### config.mk
export PLATFORM = sky130hd
export DESIGN_NAME = omega_calc_stream
export DESIGN_NICKNAME = d
export VERILOG_FILES = /design/src/rtl/omega_calc_pkg.sv /design/src/rtl/msb_index.sv /design/src/rtl/omega_calc_stream.sv
export SDC_FILE = /design/constraint.sdc
export NUM_CORES = 1
export LEC_CHECK = 0
export ABC_CLOCK_PERIOD_IN_PS = 5600
export CAP_MARGIN = 20
export CORE_MARGIN = 2
export CORE_UTILIZATION = 35
export CTS_BUF_LIST = sky130_fd_sc_hd__clkbuf_4 sky130_fd_sc_hd__clkbuf_8
export DETAILED_ROUTE_END_ITERATION = 8
export PLACE_DENSITY = 0.55
export SETUP_SLACK_MARGIN = 0.05
export SYNTH_ARGS = -nofsm -noshare
export SYNTH_HDL_FRONTEND = slang
export SYNTH_SLANG_ARGS = --single-unit
### constraint.sdc
create_clock -name clk -period 5.6 [get_ports clk]
set_clock_uncertainty 0.15 [all_clocks]
set_input_delay 0.84 -clock clk [delete_from_list [all_inputs] [get_ports clk]]
set_output_delay 0.84 -clock clk [all_outputs]
set_load 0.02 [all_outputs]
### src/rtl/omega_calc_pkg.sv
// rtl/omega_calc_pkg.sv - shared types, width helpers and arithmetic helpers for omega_calc_stream
//
// Purpose: FSM state encoding, derived-width helpers and the abs/saturate
// helpers used by the normalisation datapath.
// Ports: none (package).
package omega_calc_pkg;

  typedef enum logic [1:0] {
    ACCUM = 2'd0,
    NORM  = 2'd1,
    HOLD  = 2'd2
  } state_t;

  // Difference of two IN_W channels needs one extra bit.
  function automatic int calc_d_w(input int in_w);
    return in_w + 1;
  endfunction

  // Accumulating 2^avg_log2 differences grows by avg_log2 bits.
  function automatic int calc_acc_w(input int in_w, input int avg_log2);
    return calc_d_w(in_w) + avg_log2;
  endfunction

  // Sum of three magnitudes, each below 2^(acc_w-1), fits in acc_w+2 bits.
  function automatic int calc_sum_w(input int in_w, input int avg_log2);
    return calc_acc_w(in_w, avg_log2) + 2;
  endfunction

  // Magnitude of a sign-extended value; callers narrow the result with a cast.
  function automatic logic [63:0] abs_val(input logic signed [63:0] v);
    return (v < 0) ? 64'(-v) : 64'(v);
  endfunction

  // Clamp to the range of a w-bit signed number.
  function automatic logic signed [63:0] sat_val(input logic signed [63:0] v, input int w);
    logic signed [63:0] hi;
    logic signed [63:0] lo;
    hi = (64'sd1 <<< (w - 1)) - 64'sd1;
    lo = -(64'sd1 <<< (w - 1));
    if (v > hi) return hi;
    if (v < lo) return lo;
    return v;
  endfunction

  // True when sat_val would change the value.
  function automatic logic sat_hit(input logic signed [63:0] v, input int w);
    logic signed [63:0] hi;
    logic signed [63:0] lo;
    hi = (64'sd1 <<< (w - 1)) - 64'sd1;
    lo = -(64'sd1 <<< (w - 1));
    return (v > hi) || (v < lo);
  endfunction

endpackage

### src/rtl/msb_index.sv
// rtl/msb_index.sv - combinational priority encoder returning the highest set bit index
//
// Purpose: finds the position of the most significant 1 in value; 0 when value is 0.
// Ports:
//   value  in   WIDTH   vector to encode
//   index  out  IDX_W   index of the highest set bit
module msb_index #(
  parameter  int WIDTH = 8,
  localparam int IDX_W = (WIDTH > 1) ? $clog2(WIDTH) : 1
) (
  input  logic [WIDTH-1:0] value,
  output logic [IDX_W-1:0] index
);

  // Ascending scan: the last set bit seen wins, i.e. the most significant one.
  always_comb begin
    index = '0;
    for (int i = 0; i < WIDTH; i++) begin
      if (value[i]) index = IDX_W'(i);
    end
  end

endmodule

### src/rtl/omega_calc_stream.sv
// rtl/omega_calc_stream.sv - handshaked, optionally averaging omega psi/theta calculator
//
// Purpose: forms X/Y/Z channel differences, accumulates 2^AVG_LOG2 samples,
// normalises by the MSB of the L1 magnitude and presents saturated
// fixed-point omega_psi / omega_theta over a valid/ready pair.
// Ports:
//   clk, rst                 clock, synchronous active-high reset
//   in_valid / in_ready      sample handshake
//   b_plus_* / b_min_*       signed IN_W channel inputs
//   out_valid / out_ready    result handshake
//   omega_psi, omega_theta   signed OUT_W results
//   out_zero                 L1 sum was zero, results forced to 0
//   out_sat                  at least one result was clamped
module omega_calc_stream #(
  parameter int IN_W     = 8,
  parameter int OUT_W    = 16,
  parameter int FRAC     = 8,
  parameter int AVG_LOG2 = 0
) (
  input  logic                    clk,
  input  logic                    rst,
  input  logic                    in_valid,
  output logic                    in_ready,
  input  logic signed [IN_W-1:0]  b_plus_x,
  input  logic signed [IN_W-1:0]  b_min_x,
  input  logic signed [IN_W-1:0]  b_plus_y,
  input  logic signed [IN_W-1:0]  b_min_y,
  input  logic signed [IN_W-1:0]  b_plus_z,
  input  logic signed [IN_W-1:0]  b_min_z,
  output logic                    out_valid,
  input  logic                    out_ready,
  output logic signed [OUT_W-1:0] omega_psi,
  output logic signed [OUT_W-1:0] omega_theta,
  output logic                    out_zero,
  output logic                    out_sat
);

  import omega_calc_pkg::*;

  localparam int D_W   = calc_d_w(IN_W);
  localparam int ACC_W = calc_acc_w(IN_W, AVG_LOG2);
  localparam int SUM_W = calc_sum_w(IN_W, AVG_LOG2);
  localparam int IW    = ACC_W + FRAC + 2;
  localparam int SH_W  = $clog2(SUM_W);
  localparam int CNT_W = (AVG_LOG2 > 0) ? AVG_LOG2 : 1;
  localparam int BATCH = 1 << AVG_LOG2;

  state_t state;
  state_t state_n;

  logic [CNT_W-1:0]        cnt;
  logic signed [ACC_W-1:0] ax;
  logic signed [ACC_W-1:0] ay;
  logic signed [ACC_W-1:0] az;
  logic signed [D_W-1:0]   dx;
  logic signed [D_W-1:0]   dy;
  logic signed [D_W-1:0]   dz;
  logic                    accept;
  logic                    last;

  logic [SUM_W-1:0]        sum;
  logic [SH_W-1:0]         sh;
  logic signed [IW-1:0]    psi_full;
  logic signed [IW-1:0]    theta_full;

  // Differences at D_W cannot overflow.
  assign dx = D_W'(b_plus_x) - D_W'(b_min_x);
  assign dy = D_W'(b_plus_y) - D_W'(b_min_y);
  assign dz = D_W'(b_plus_z) - D_W'(b_min_z);

  assign accept = in_valid && in_ready;
  // With AVG_LOG2=0 cnt is a constant 0, so every sample is the last one.
  assign last   = (cnt == CNT_W'(BATCH - 1));

  // State register
  always_ff @(posedge clk) begin
    if (rst) state <= ACCUM;
    else     state <= state_n;
  end

  // Next-state logic
  always_comb begin
    state_n = state;
    case (state)
      ACCUM:   if (accept && last) state_n = NORM;
      NORM:    state_n = HOLD;
      HOLD:    if (out_ready) state_n = ACCUM;
      default: state_n = ACCUM;
    endcase
  end

  // Handshake outputs decoded from state
  always_comb begin
    in_ready  = 1'b0;
    out_valid = 1'b0;
    case (state)
      ACCUM:   in_ready  = 1'b1;
      HOLD:    out_valid = 1'b1;
      default: ;
    endcase
  end

  // Accumulators: the first sample of a batch (cnt==0) loads instead of adding,
  // so no explicit clear is needed between batches.
  always_ff @(posedge clk) begin
    if (rst) begin
      cnt <= '0;
      ax  <= '0;
      ay  <= '0;
      az  <= '0;
    end else if (accept) begin
      if (cnt == '0) begin
        ax <= ACC_W'(dx);
        ay <= ACC_W'(dy);
        az <= ACC_W'(dz);
      end else begin
        ax <= ax + ACC_W'(dx);
        ay <= ay + ACC_W'(dy);
        az <= az + ACC_W'(dz);
      end
      cnt <= last ? '0 : cnt + 1'b1;
    end
  end

  // L1 magnitude of the accumulated vector
  assign sum = SUM_W'(abs_val(64'(ax))) + SUM_W'(abs_val(64'(ay))) + SUM_W'(abs_val(64'(az)));

  msb_index #(
    .WIDTH (SUM_W)
  ) u_msb_index (
    .value (sum),
    .index (sh)
  );

  // Arithmetic right shift floors toward -inf. Theta is negated before the
  // shift; IW has room for -(-2^(ACC_W-1)).
  assign psi_full   = (IW'(ay) <<< FRAC) >>> sh;
  assign theta_full = ((-IW'(az)) <<< FRAC) >>> sh;

  // Result registers, loaded in the single NORM cycle and held through HOLD.
  always_ff @(posedge clk) begin
    if (rst) begin
      omega_psi   <= '0;
      omega_theta <= '0;
      out_zero    <= 1'b0;
      out_sat     <= 1'b0;
    end else if (state == NORM) begin
      if (sum == '0) begin
        omega_psi   <= '0;
        omega_theta <= '0;
        out_zero    <= 1'b1;
        out_sat     <= 1'b0;
      end else begin
        omega_psi   <= OUT_W'(sat_val(64'(psi_full), OUT_W));
        omega_theta <= OUT_W'(sat_val(64'(theta_full), OUT_W));
        out_zero    <= 1'b0;
        out_sat     <= sat_hit(64'(psi_full), OUT_W) || sat_hit(64'(theta_full), OUT_W);
      end
    end
  end

endmodule

======== Word level (Yosys, flattened, before mapping) ========
Cells that the tools add are included.
word-level totals
  bits in registers ....................... 64
  word-level logic and storage cells ...... 96
cells by class
  add/subtract/negate cells ............... 13
  magnitude comparators ................... 7
  eq/ne operators ......................... 4
  shift operators ......................... 2
  muxes and demuxes ....................... 52
  bitwise operators ....................... 1
  reduce and logical (&&, ||, !) cells .... 8
operator list
  kind                                                           number
  2-to-1 mux 16 bit                                              10
  negation 9 -> 11 bit                                           4
  > comparator 19 x 16 -> 1 bit (second input constant)          2
  less-than comparator 19 x 16 -> 1 bit (second input constant)  2
  2-to-1 mux 11 bit                                              3
  adder 9 bit                                                    3
  less-than comparator 9 x 1 -> 1 bit (second input constant)    3
  2-to-1 mux 9 bit                                               3
  subtractor 8 x 8 -> 9 bit                                      3
  2-to-1 mux 1 bit                                               24
  adder 11 bit                                                   2
  >>> shifter 17 x 4 -> 19 bit                                   1
  >>> shifter 19 x 4 -> 19 bit                                   1
  2-to-1 mux 3 bit                                               4
  2-to-1 mux 4 bit                                               3
  logical NOT 11 bit                                             1
  2-to-1 mux 2 bit                                               4
  one-hot mux 2 bit (3 select lines)                             1
  != test 2 bit (second input constant)                          2
  logical OR 1 bit                                               3
  equality test 2 x 1 -> 1 bit (second input constant)           1
  equality test 2 bit (second input constant)                    1
  logical AND 1 bit                                              2
  logical NOT 2 bit                                              1
  other kinds (3)                                                3

======== Depth between registers and ports, before layout ========
Gate-level depths: netlist of run 1.
  word-level depth ........................ 27
  depth in mapped cells ................... 22
  depth with buffers taken out ............ 19

======== Modules after synthesis ========
Synthesis of run 1 repeated with hierarchy kept, for this count alone.
second synthesis, totals
  cell total of the unflattened synthesis .. 825
  area total of the unflattened synthesis .. 6150.9 um^2
modules (own cells, without submodules)
  module             times used  cells an instance  area an instance (um^2)  sequential area each (um^2)
  omega_calc_stream  1           810                6063.3                   1261.2
  msb_index          1           15                 87.6                     0.0

======== Least setup slack after synthesis of run 1 ========
OpenSTA, ideal clock, no wires.
  path type ............................... reg-to-reg
  start ................................... register az[0]
  end ..................................... register omega_psi[4]
  library setup time ...................... 128 ps
  arrival ................................. 4785 ps
  path slack .............................. 537 ps
  stages on the path, launching flop included .. 19
  path buffers ............................ 3
  path through ............................ dfxtp_1 -> clkbuf_1 -> or4_1 -> or3_1 -> o21ai_0 -> xnor2_1 -> fa_1 -> ha_1 -> a21oi_2 -> a21boi_1 -> a2111o_1 -> and3_1 -> buf_2 -> a211oi_4 -> buf_6 -> mux2i_1 -> mux2i_1 -> a221oi_1 -> o21ai_0
between the ends
  longest elaborated chain between the ends .. 23
  elaborated cells between the ends (all ways) .. 31
  classes of those cells .................. add/sub: 2; order compare: 3; shift: 1; mux: 24; reduce/logical: 1
RTL lines
  item                                                                                RTL line                  source
  start, declared                                                                     omega_calc_stream.sv:54   logic signed [ACC_W-1:0] az;
  start signal, assigned                                                              omega_calc_stream.sv:115  az <= ACC_W'(dz);
  start signal, assigned                                                              omega_calc_stream.sv:119  az <= az + ACC_W'(dz);
  negation 9 -> 11 bit / less-than comparator 9 x 1 -> 1 bit (equally long branches)  omega_calc_pkg.sv:31      return (v < 0) ? 64'(-v) : 64'(v);
  2-to-1 mux 11 bit *                                                                 omega_calc_pkg.sv:31
  adder 11 bit *                                                                      omega_calc_stream.sv:126  assign sum = SUM_W'(abs_val(64'(ax))) + SUM_W'(abs_val(64'(ay))) + SUM_W'(abs_val(64'(az)));
  2-to-1 mux 1 bit                                                                    msb_index.sv:19           if (value[i]) index = IDX_W'(i);
  2-to-1 mux 2 bit (2 in a row)                                                       msb_index.sv:19
  2-to-1 mux 3 bit (4 in a row)                                                       msb_index.sv:19
  2-to-1 mux 4 bit (3 in a row)                                                       msb_index.sv:19
  >>> shifter 17 x 4 -> 19 bit                                                        omega_calc_stream.sv:137  assign psi_full = (IW'(ay) <<< FRAC) >>> sh;
  less-than comparator 19 x 16 -> 1 bit                                               omega_calc_pkg.sv:41      if (v < lo) return lo;
  2-to-1 mux 1 bit (2 in a row)                                                       omega_calc_pkg.sv:41
  2-to-1 mux 1 bit                                                                    omega_calc_stream.sv:148  if (sum == '0) begin
  2-to-1 mux 1 bit                                                                    omega_calc_stream.sv:147  end else if (state == NORM) begin
  2-to-1 mux 1 bit                                                                    omega_calc_stream.sv:142  if (rst) begin
  2-to-1 mux 16 bit                                                                   omega_calc_pkg.sv:42      return v;
  2-to-1 mux 16 bit                                                                   omega_calc_pkg.sv:41
  2-to-1 mux 16 bit *                                                                 omega_calc_stream.sv:148
  end signal, assigned                                                                omega_calc_stream.sv:154  omega_psi <= OUT_W'(sat_val(64'(psi_full), OUT_W));
  end, declared                                                                       omega_calc_stream.sv:32   output logic signed [OUT_W-1:0] omega_psi,
Mark *: on every way between the ends. The rest lies on a longest branch, timed or not. The select of a mux whose other input is x is not followed.
A chain may end at the register's enable or synchronous reset.

======== Worst setup path after layout of run 1 ========
  start ................................... register az[0]
  end ..................................... register omega_psi[5]
Same word-level chain as after synthesis.

==> summary.md, run 1 <==
| Metric | Value |
|---|---|
| Topmost layer with routed signal wires | `met4` |
| Internal portion of total power | `around 0.0018 W` |
| Number of distinct library cells after synthesis | `71` |
| Maximum clock path buffer count | `2` |
| Max Slew Vio Count | `0` |
| CTS HTree Levels | `3` |
| Placeable Area | `about 17000 um2` |
| Status | `complete, no violations` |
| Crit Reg-Reg Endpoint | `omega_psi[5]` |
| Worst endpoint required time | `~5700 ps` |
| Number of antenna diodes | `0` |
| Number of placement rows | `47` |
| Num ports | `just under 90` |
| Vert. Die Dim | `about 130 um` |
| Max stage delay on crit path | `between 500 and 600 ps` |
| Drt first pass iters | `5` |
| Port Buf Inserts | `a little under 90` |
| Most common library cell in the layout ignoring fill and taps | `clkdlybuf4s50_1` |
| Estimated wirelength of the detail-placed design | `about 15000 um` |
| Net count, final | `992` |
| Leakage | `2.98 nW` |
| Effective utilization at floorplan | `a little over a third` |
| Die area | `around 18000 um2` |
| Via count | `6257` |
| Detailed-route wire length | `about 19000 um` |
| Initial antenna violation count | `0` |
| Cells along the critical path | `or4_1 -> or3_1 -> o21ai_0 -> xnor2_1 -> fa_1 -> ha_1 -> a21oi_4 -> a21boi_1 -> a2111o_1 -> and3_1 -> a211oi_4 -> buf_12 -> mux2i_1 -> mux2i_1 -> a211oi_1 -> o21ai_1` |
| Synth Instances | `slightly below 800` |
| Top flip-flop cell by instance count after synthesis | `dfxtp_1` |
| Power Dens Cells | `between 500 and 600 nW/um2` |
| Met3 Wirelength | `952 um` |
| Worst setup path category | `flop to flop` |
| Largest net degree at the start of global routing | `55` |
| Routability Congestion | `roughly 0.90` |
| Actual transition at the worst max-transition pin | `around 1100 ps` |
| Endpoint of the worst hold path | `out_sat` |
| Flop pwr share | `approximately 15%` |
| Avg Vias per Cell | `about 5.6` |
| Average footprint of a synthesized cell | `between 7 and 8 um2` |
| Critical Path Source Type | `flop` |
| Power spent charging and discharging nets | `approximately 0.002 W` |
| Most Frequent Cell on Critical Path | `mux2i_1` |
| Number of routed nets with antenna violations | `0` |
| Clock slew at reported path FFs | `80 ps` |
| Congestion Overflow GR | `0` |
| Final period utilization | `a little over nine tenths` |
| Worst-case headroom to the max-slew limit | `~29%` |
| Length in cells of the worst reg-to-reg path | `16` |
| Synth Cell Area | `just under 6000 um2` |
| Horizontal die dimension | `134 um` |
| EDFF count, synth | `0` |
| Num CTS Buffers | `9` |
| Setup repair after global routing missed its margin | `true` |
| Post-synth top area share | `between 20% and 30%` |
| Switching Share | `a little over half` |
| Start point of the worst hold path | `out_sat` |
| Cell type with the highest aggregate area in the netlist | `dfxtp_1` |
| Part of the power in the clock network | `under 10%` |
| Clk Tree Root Cell | `clkbuf_8` |
| Number of DRC violations after detailed routing | `0` |
| Slowest library cell on the worst path | `or4_1` |
| Layout filler cell count | `between 1500 and 2000` |
| Number of DRC markers after the initial detailed-route iteration | `roughly 600` |
| Max-capacitance violation count | `0` |
| Sequential element share of the synthesized area | `21.3%` |
| Wire length of the first global-routing pass | `roughly 30000 um` |
| Count of warnings emitted by yosys | `0` |
| Number of hold violations in the final report | `0` |
| Post-synthesis async set-or-reset flop share | `0%` |
| Top cells by area in the synthesized netlist | `dfxtp_1, ha_1, nand2_1, a21oi_1, fa_1` |
| Overall routing resource usage | `21.1%` |
| Num Clock Sinks | `between 60 and 70` |
| Final worst path period need | `between 5000 and 6000 ps` |
| Worst min path class | `flop to flop` |
| Vias in the first global route | `approximately 6000` |
| Aggregate negative setup slack | `0 ps` |
| Wire length the detailed router placed on met1 | `approximately 9000 um` |
| # hold bufs at CTS | `0` |
| Startpoint of the most critical register-to-register path | `az[0]` |
| Met2 wire length | `approximately 8400 um` |
| CP Max Fanout | `7` |
| Worst R2R Setup Slack | `approximately 290 ps` |
| Hold Path Cell Cnt | `2` |
| Most used cells in the layout excluding fill and tap cells | `clkdlybuf4s50_1, nand2_1, dfxtp_1` |
| Arrival time of data at the critical path endpoint | `5420 ps` |
| Insertion delay to the later sink of the worst-skew pair | `370 ps` |
| Per-cell routed wire length | `about 17 um` |
| Number of storage elements in the synthesis netlist | `63` |
| Crit path capture type | `flop` |
| CTS tree | `done` |
| Combinational power share | `74.9%` |
| Overall power consumption | `0.00373 W` |
| Synth-to-Final Area Change | `25.3%` |
| Share of post-route cells with drive strength above 1 | `under 10%` |
| Worst voltage drop across the vdd grid | `between 0.2 and 0.3 mV` |
| Highest Clock Rate | `around 0.19 GHz` |
| Setup violators final | `0` |
final cells by class:
cell class                      count  area (um2)  share of cell area, %
Sequential cell                    63        1260                   17.0
Inverter                           56         210                   2.83
Timing Repair Buffer              135        1240                   16.7
Clock buffer                        9         124                   1.67
Clock inverter                      7        48.8                  0.656
Tap cell                          220         275                   3.70
Multi-Input combinational cell    622        4280                   57.5
cell usage after synthesis (5+ instances only):
cell type  count
a211oi_1      16
a21oi_1       62
a221oi_1       6
a22oi_1       12
a311oi_1       5
a31oi_1        8
and2_1         5
and3_1        13
buf_2         12
clkbuf_1      37
dfxtp_1       63
fa_1          14
ha_1          39
inv_1         56
mux2i_1       15
nand2_1       85
nand2b_1      14
nand3_1        8
nand3b_1       6
nand4_1        7
nor2_1        61
nor2b_1       15
nor3_1        30
o211ai_1      16
o21a_1         9
o21ai_0       46
o22ai_1       10
o31ai_1        9
or3_1          7
xnor2_1       26
xor2_1         9
worst max path at each step:
| stage | startpoint | endpoint | cells after the start |
|---|---|---|---|
| 6_report | az[0] | omega_psi[5] | 16 |
| 3_3_place_gp | az[0] | omega_theta[9] | 16 |
| 5_1_grt | az[0] | omega_psi[4] | 16 |
| 4_1_cts | az[0] | omega_theta[9] | 16 |
| 3_5_place_dp | az[0] | omega_theta[9] | 16 |
| 2_1_floorplan | az[0] | omega_psi[4] | 18 |
routing by layer:
layer  up-vias  track usage, %
met1      2949            29.8
li1       3051               -
met2       211            32.8
met3        46            3.59
met4         0            6.43
met5         -               0
logic make-up after synthesis:
group	after synthesis	synth area share, %
AO/OA/AOI/OAI	256	29.4
other	1	0.0632
multiplexers	17	2.95
flip-flops	63	21.3
adder cells (fa/ha/maj)	53	13.0
buffers and inverters	109	7.28
XOR/XNOR	35	5.17
AND/OR/NAND/NOR	259	20.9
worst max-delay path, delay by kind of cell, from the launching register on:
family,cells,cell delay (ps)
AOI/OAI and AO/OA,7,1740
xor gates and xnor gates,1,170
adders and majority gates,2,850
buffers and inverters,1,170
and+or+nand+nor,3,1190
muxes,2,580
DFF,1,340
power by group through the flow:
stage / logic [W] / registers (W) / clock network, W
2_1_floorplan: 0.00176 / 0.000620 / 0
3_3_place_gp: 0.00263 / 0.000579 / 0
3_5_place_dp: 0.00262 / 0.000582 / 0
4_1_cts: 0.00263 / 0.000572 / 0.000369
5_1_grt: 0.00301 / 0.000582 / 0.000391
6_report: 0.00279 / 0.000572 / 0.000362
repair_timing:
item,in CTS,in global routing
setup endpoints to repair,0,30
gates resized for setup,0,11
setup buffers,0,4
stage by stage:
stage | std cells | setup slack, ps | area, um2 | utilization, % | hold WS (ps)
4_1_cts | 1108 | 209 | 7360 | 44.4 | 312
6_report | 1112 | 290 | 7430 | 44.8 | 307
2_1_floorplan | 794 | 537 | 5940 | - | 303
5_1_grt | 1112 | 24.6 | 7430 | 44.8 | 331
3_3_place_gp | 1092 | 333 | 7190 | 43.3 | 293
3_5_place_dp | 1092 | 241 | 7190 | 43.3 | 300
registers in the layout, summed over array words and instances, names as in the netlist:
| register | cells |
|---|---|
| out_zero | 1 |
| ax | 9 |
| omega_psi | 16 |
| state | 2 |
| ay | 9 |
| out_sat | 1 |
| omega_theta | 16 |
| az | 9 |
No activity file was read; power rests on OpenSTA's default activity.
==> inputs of run 2 (changes only) <==
CTS_BUF_LIST = default   (was sky130_fd_sc_hd__clkbuf_4 sky130_fd_sc_hd__clkbuf_8)
==> run 2 against run 1 <==
Highest routed layer unchanged. Register-to-register slack better by 50 ps. Routed wire length down 0.18%. Critical path type unchanged. Largest power group unchanged. Total power up 4.2%. Sequential power about the same. Count of clock-buffer cells in the layout unchanged.
==> summary.md, run 2 (synthesized netlist as in run 1, its figures left out) <==
| Metric | Value |
|---|---|
| Number of DRC markers after the initial detailed-route iteration | `535 (-10%)` |
| Clk Tree Root Cell | `clkbuf_16` |
| Max-capacitance violation count | `0 (unchanged)` |
| Setup repair after global routing missed its margin | `true` |
| Avg Vias per Cell | `5.63 (unchanged)` |
| Share of post-route cells with drive strength above 1 | `9.64% (-0.11 points)` |
| Actual transition at the worst max-transition pin | `1050 ps (-3.02 ps)` |
| Category of cells accounting for the largest share of critical-path delay | `compound AO/OA/AOI/OAI gates` |
| Synth-to-Final Area Change | `27.0%` |
| Routability Congestion | `0.897 (unchanged)` |
| Setup violators final | `0 (unchanged)` |
| Estimated wirelength of the detail-placed design | `14700 um (unchanged)` |
| Hold slack final | `304 ps (-3.09 ps)` |
| Internal portion of total power | `0.00192 W (+7.8%)` |
| Number of antenna diodes | `0 (unchanged)` |
| Num CTS Buffers | `9 (unchanged)` |
| Insertion delay to the later sink of the worst-skew pair | `340 ps (-30 ps)` |
| Number of hold violations in the final report | `0 (unchanged)` |
| Layout filler cell count | `1677 (-0.36%)` |
| Number of routed nets with antenna violations | `0 (unchanged)` |
| Vias in the first global route | `5899 (-0.068%)` |
| Max Slew Vio Count | `0 (unchanged)` |
| Final worst path period need | `5260 ps (-45.6 ps)` |
| Part of the power in the clock network | `13.4% (+3.7 points)` |
| Number of DRC violations after detailed routing | `0 (unchanged)` |
| Detailed-route wire length | `18700 um (-0.18%)` |
| Leakage | `3.03 nW (+1.6%)` |
| Port Buf Inserts | `87 (unchanged)` |
| Via count | `6257 (unchanged)` |
| Power spent charging and discharging nets | `0.00197 W (+0.89%)` |
| CP Buf/Inv Count | `1 (unchanged)` |
| Die area | `18000 um2 (unchanged)` |
| CTS tree | `done` |
| Congestion Overflow GR | `0 (unchanged)` |
| Placeable Area | `16600 um2 (unchanged)` |
| Vert. Die Dim | `134 um (unchanged)` |
| Cells along the critical path | `or4_1 -> or3_1 -> o21ai_0 -> xnor2_1 -> fa_1 -> ha_1 -> a21oi_4 -> a21boi_1 -> a2111o_1 -> and3_1 -> a211oi_4 -> buf_12 -> mux2i_1 -> mux2i_1 -> a211oi_1 -> o21ai_1` |
| Drt first pass iters | `5 (unchanged)` |
| Worst setup path category | `flop to flop` |
| Initial antenna violation count | `0 (unchanged)` |
| Crit path capture type | `flop` |
| Final period utilization | `94.0% (-0.81 points)` |
| Combinational power share | `71.9% (-3.0 points)` |
| Wire length of the first global-routing pass | `30500 um (+0.11%)` |
| Most used cells in the layout excluding fill and tap cells | `clkdlybuf4s50_1, nand2_1, dfxtp_1` |
| Flop pwr share | `14.8% (-0.5 points)` |
| Leading registers by flop count | `omega_psi x16, omega_theta x16` |
| Net count, final | `992 (unchanged)` |
| Worst min path class | `flop to flop` |
| # hold bufs at CTS | `0 (unchanged)` |
| Max stage delay on crit path | `580 ps (about the same)` |
| CTS HTree Levels | `3 (unchanged)` |
| Slowest library cell on the worst path | `or4_1` |
| Largest net degree at the start of global routing | `55 (unchanged)` |
| Worst-case headroom to the max-slew limit | `29.7% (+0.20 points)` |
| Horizontal die dimension | `134 um (unchanged)` |
| Post-Layout Inst Area | `7530 um2 (+1.3%)` |
| Maximum clock path buffer count | `2 (unchanged)` |
| Num Clock Sinks | `63 (unchanged)` |
| Arrival time of data at the critical path endpoint | `5340 ps (-80 ps)` |
| Most common library cell in the layout ignoring fill and taps | `clkdlybuf4s50_1` |
| Num ports | `88 (unchanged)` |
| Effective utilization at floorplan | `35.8% (unchanged)` |
| Overall power consumption | `0.00388 W (+4.2%)` |
| Aggregate negative setup slack | `0 ps (unchanged)` |
| Number of placement rows | `47 (unchanged)` |
| Worst endpoint required time | `5680 ps (-30 ps)` |
| Power Dens Cells | `515 nW/um2 (+2.8%)` |
| Switching Share | `50.6% (-1.6 points)` |
| CP Max Fanout | `7 (unchanged)` |
| Status | `complete, no violations` |
| Highest Clock Rate | `0.190 GHz (+0.87%)` |
| Overall routing resource usage | `21.1% (+0.051 points)` |
| Per-cell routed wire length | `16.8 um (-0.18%)` |
| Clock slew at reported path FFs | `60 ps (-20 ps)` |
| Most Frequent Cell on Critical Path | `mux2i_1` |
| Placed instance area | `7190 um2 (unchanged)` |
| Critical Path Source Type | `flop` |
| Worst voltage drop across the vdd grid | `0.271 mV (+4.6%)` |
| Utilization of the core after routing | `45.4% (+0.60 points)` |
==> run 2: metal layers <==
layer	vias up	part of all wire [%]	global-route usage, %
met3	43	5.3	3.25
met2	231	45	33.0
met1	2919	47	29.7
met4	0	2.6	7.13
met5	-	0	0
li1	3064	-	-
==> run 2: what timing repair did <==
item | CTS | global route
endpoints found under the setup margin | 0 | 30
resized for setup | 0 | 10
setup buffers | 0 | 4
==> run 2: power groups by stage <==
stage | Sequential (W) | Combinational, W | Clock, W
6_report | 0.000573 | 0.00279 | 0.000519
5_1_grt | 0.000582 | 0.00300 | 0.000546
4_1_cts | 0.000572 | 0.00263 | 0.000528
3_5_place_dp | 0.000582 | 0.00262 | 0
3_3_place_gp | 0.000579 | 0.00263 | 0
2_1_floorplan | 0.000620 | 0.00176 | 0
==> run 2: per-stage QoR <==
step	instances	worst slack (ps)
finish	1112	336
global route	1112	22.3
CTS	1108	208
detailed placement	1092	241
global placement	1092	333
floorplan	794	537
==> run 2: path summary, 6_finish.rpt <==
path | from | endpoint | slack [ps] | cells after the start
worst max-delay path | az[0] | omega_psi[5] | 340 | 16
worst min-delay path | out_sat | out_sat | 300 | 2
worst max register to register | az[0] | omega_psi[5] | 340 | 16
worst min register to register | out_sat | out_sat | 300 | 2
==> run 2: cell type report <==
class | instances | area (um2) | area share, %
clock buffers | 9 | 225 | 2.99
flip-flops and latches | 63 | 1260 | 16.7
clock inverters | 7 | 48.8 | 0.648
multi-input cells | 622 | 4270 | 56.7
inverters | 56 | 210 | 2.79
well taps | 220 | 275 | 3.65
repair buffers | 135 | 1240 | 16.4
==> run 2: worst min-delay path: stages (launching register included) <==
cell     delay, ps
dfxtp_1        310
nand2_1         50
o31ai_1         50
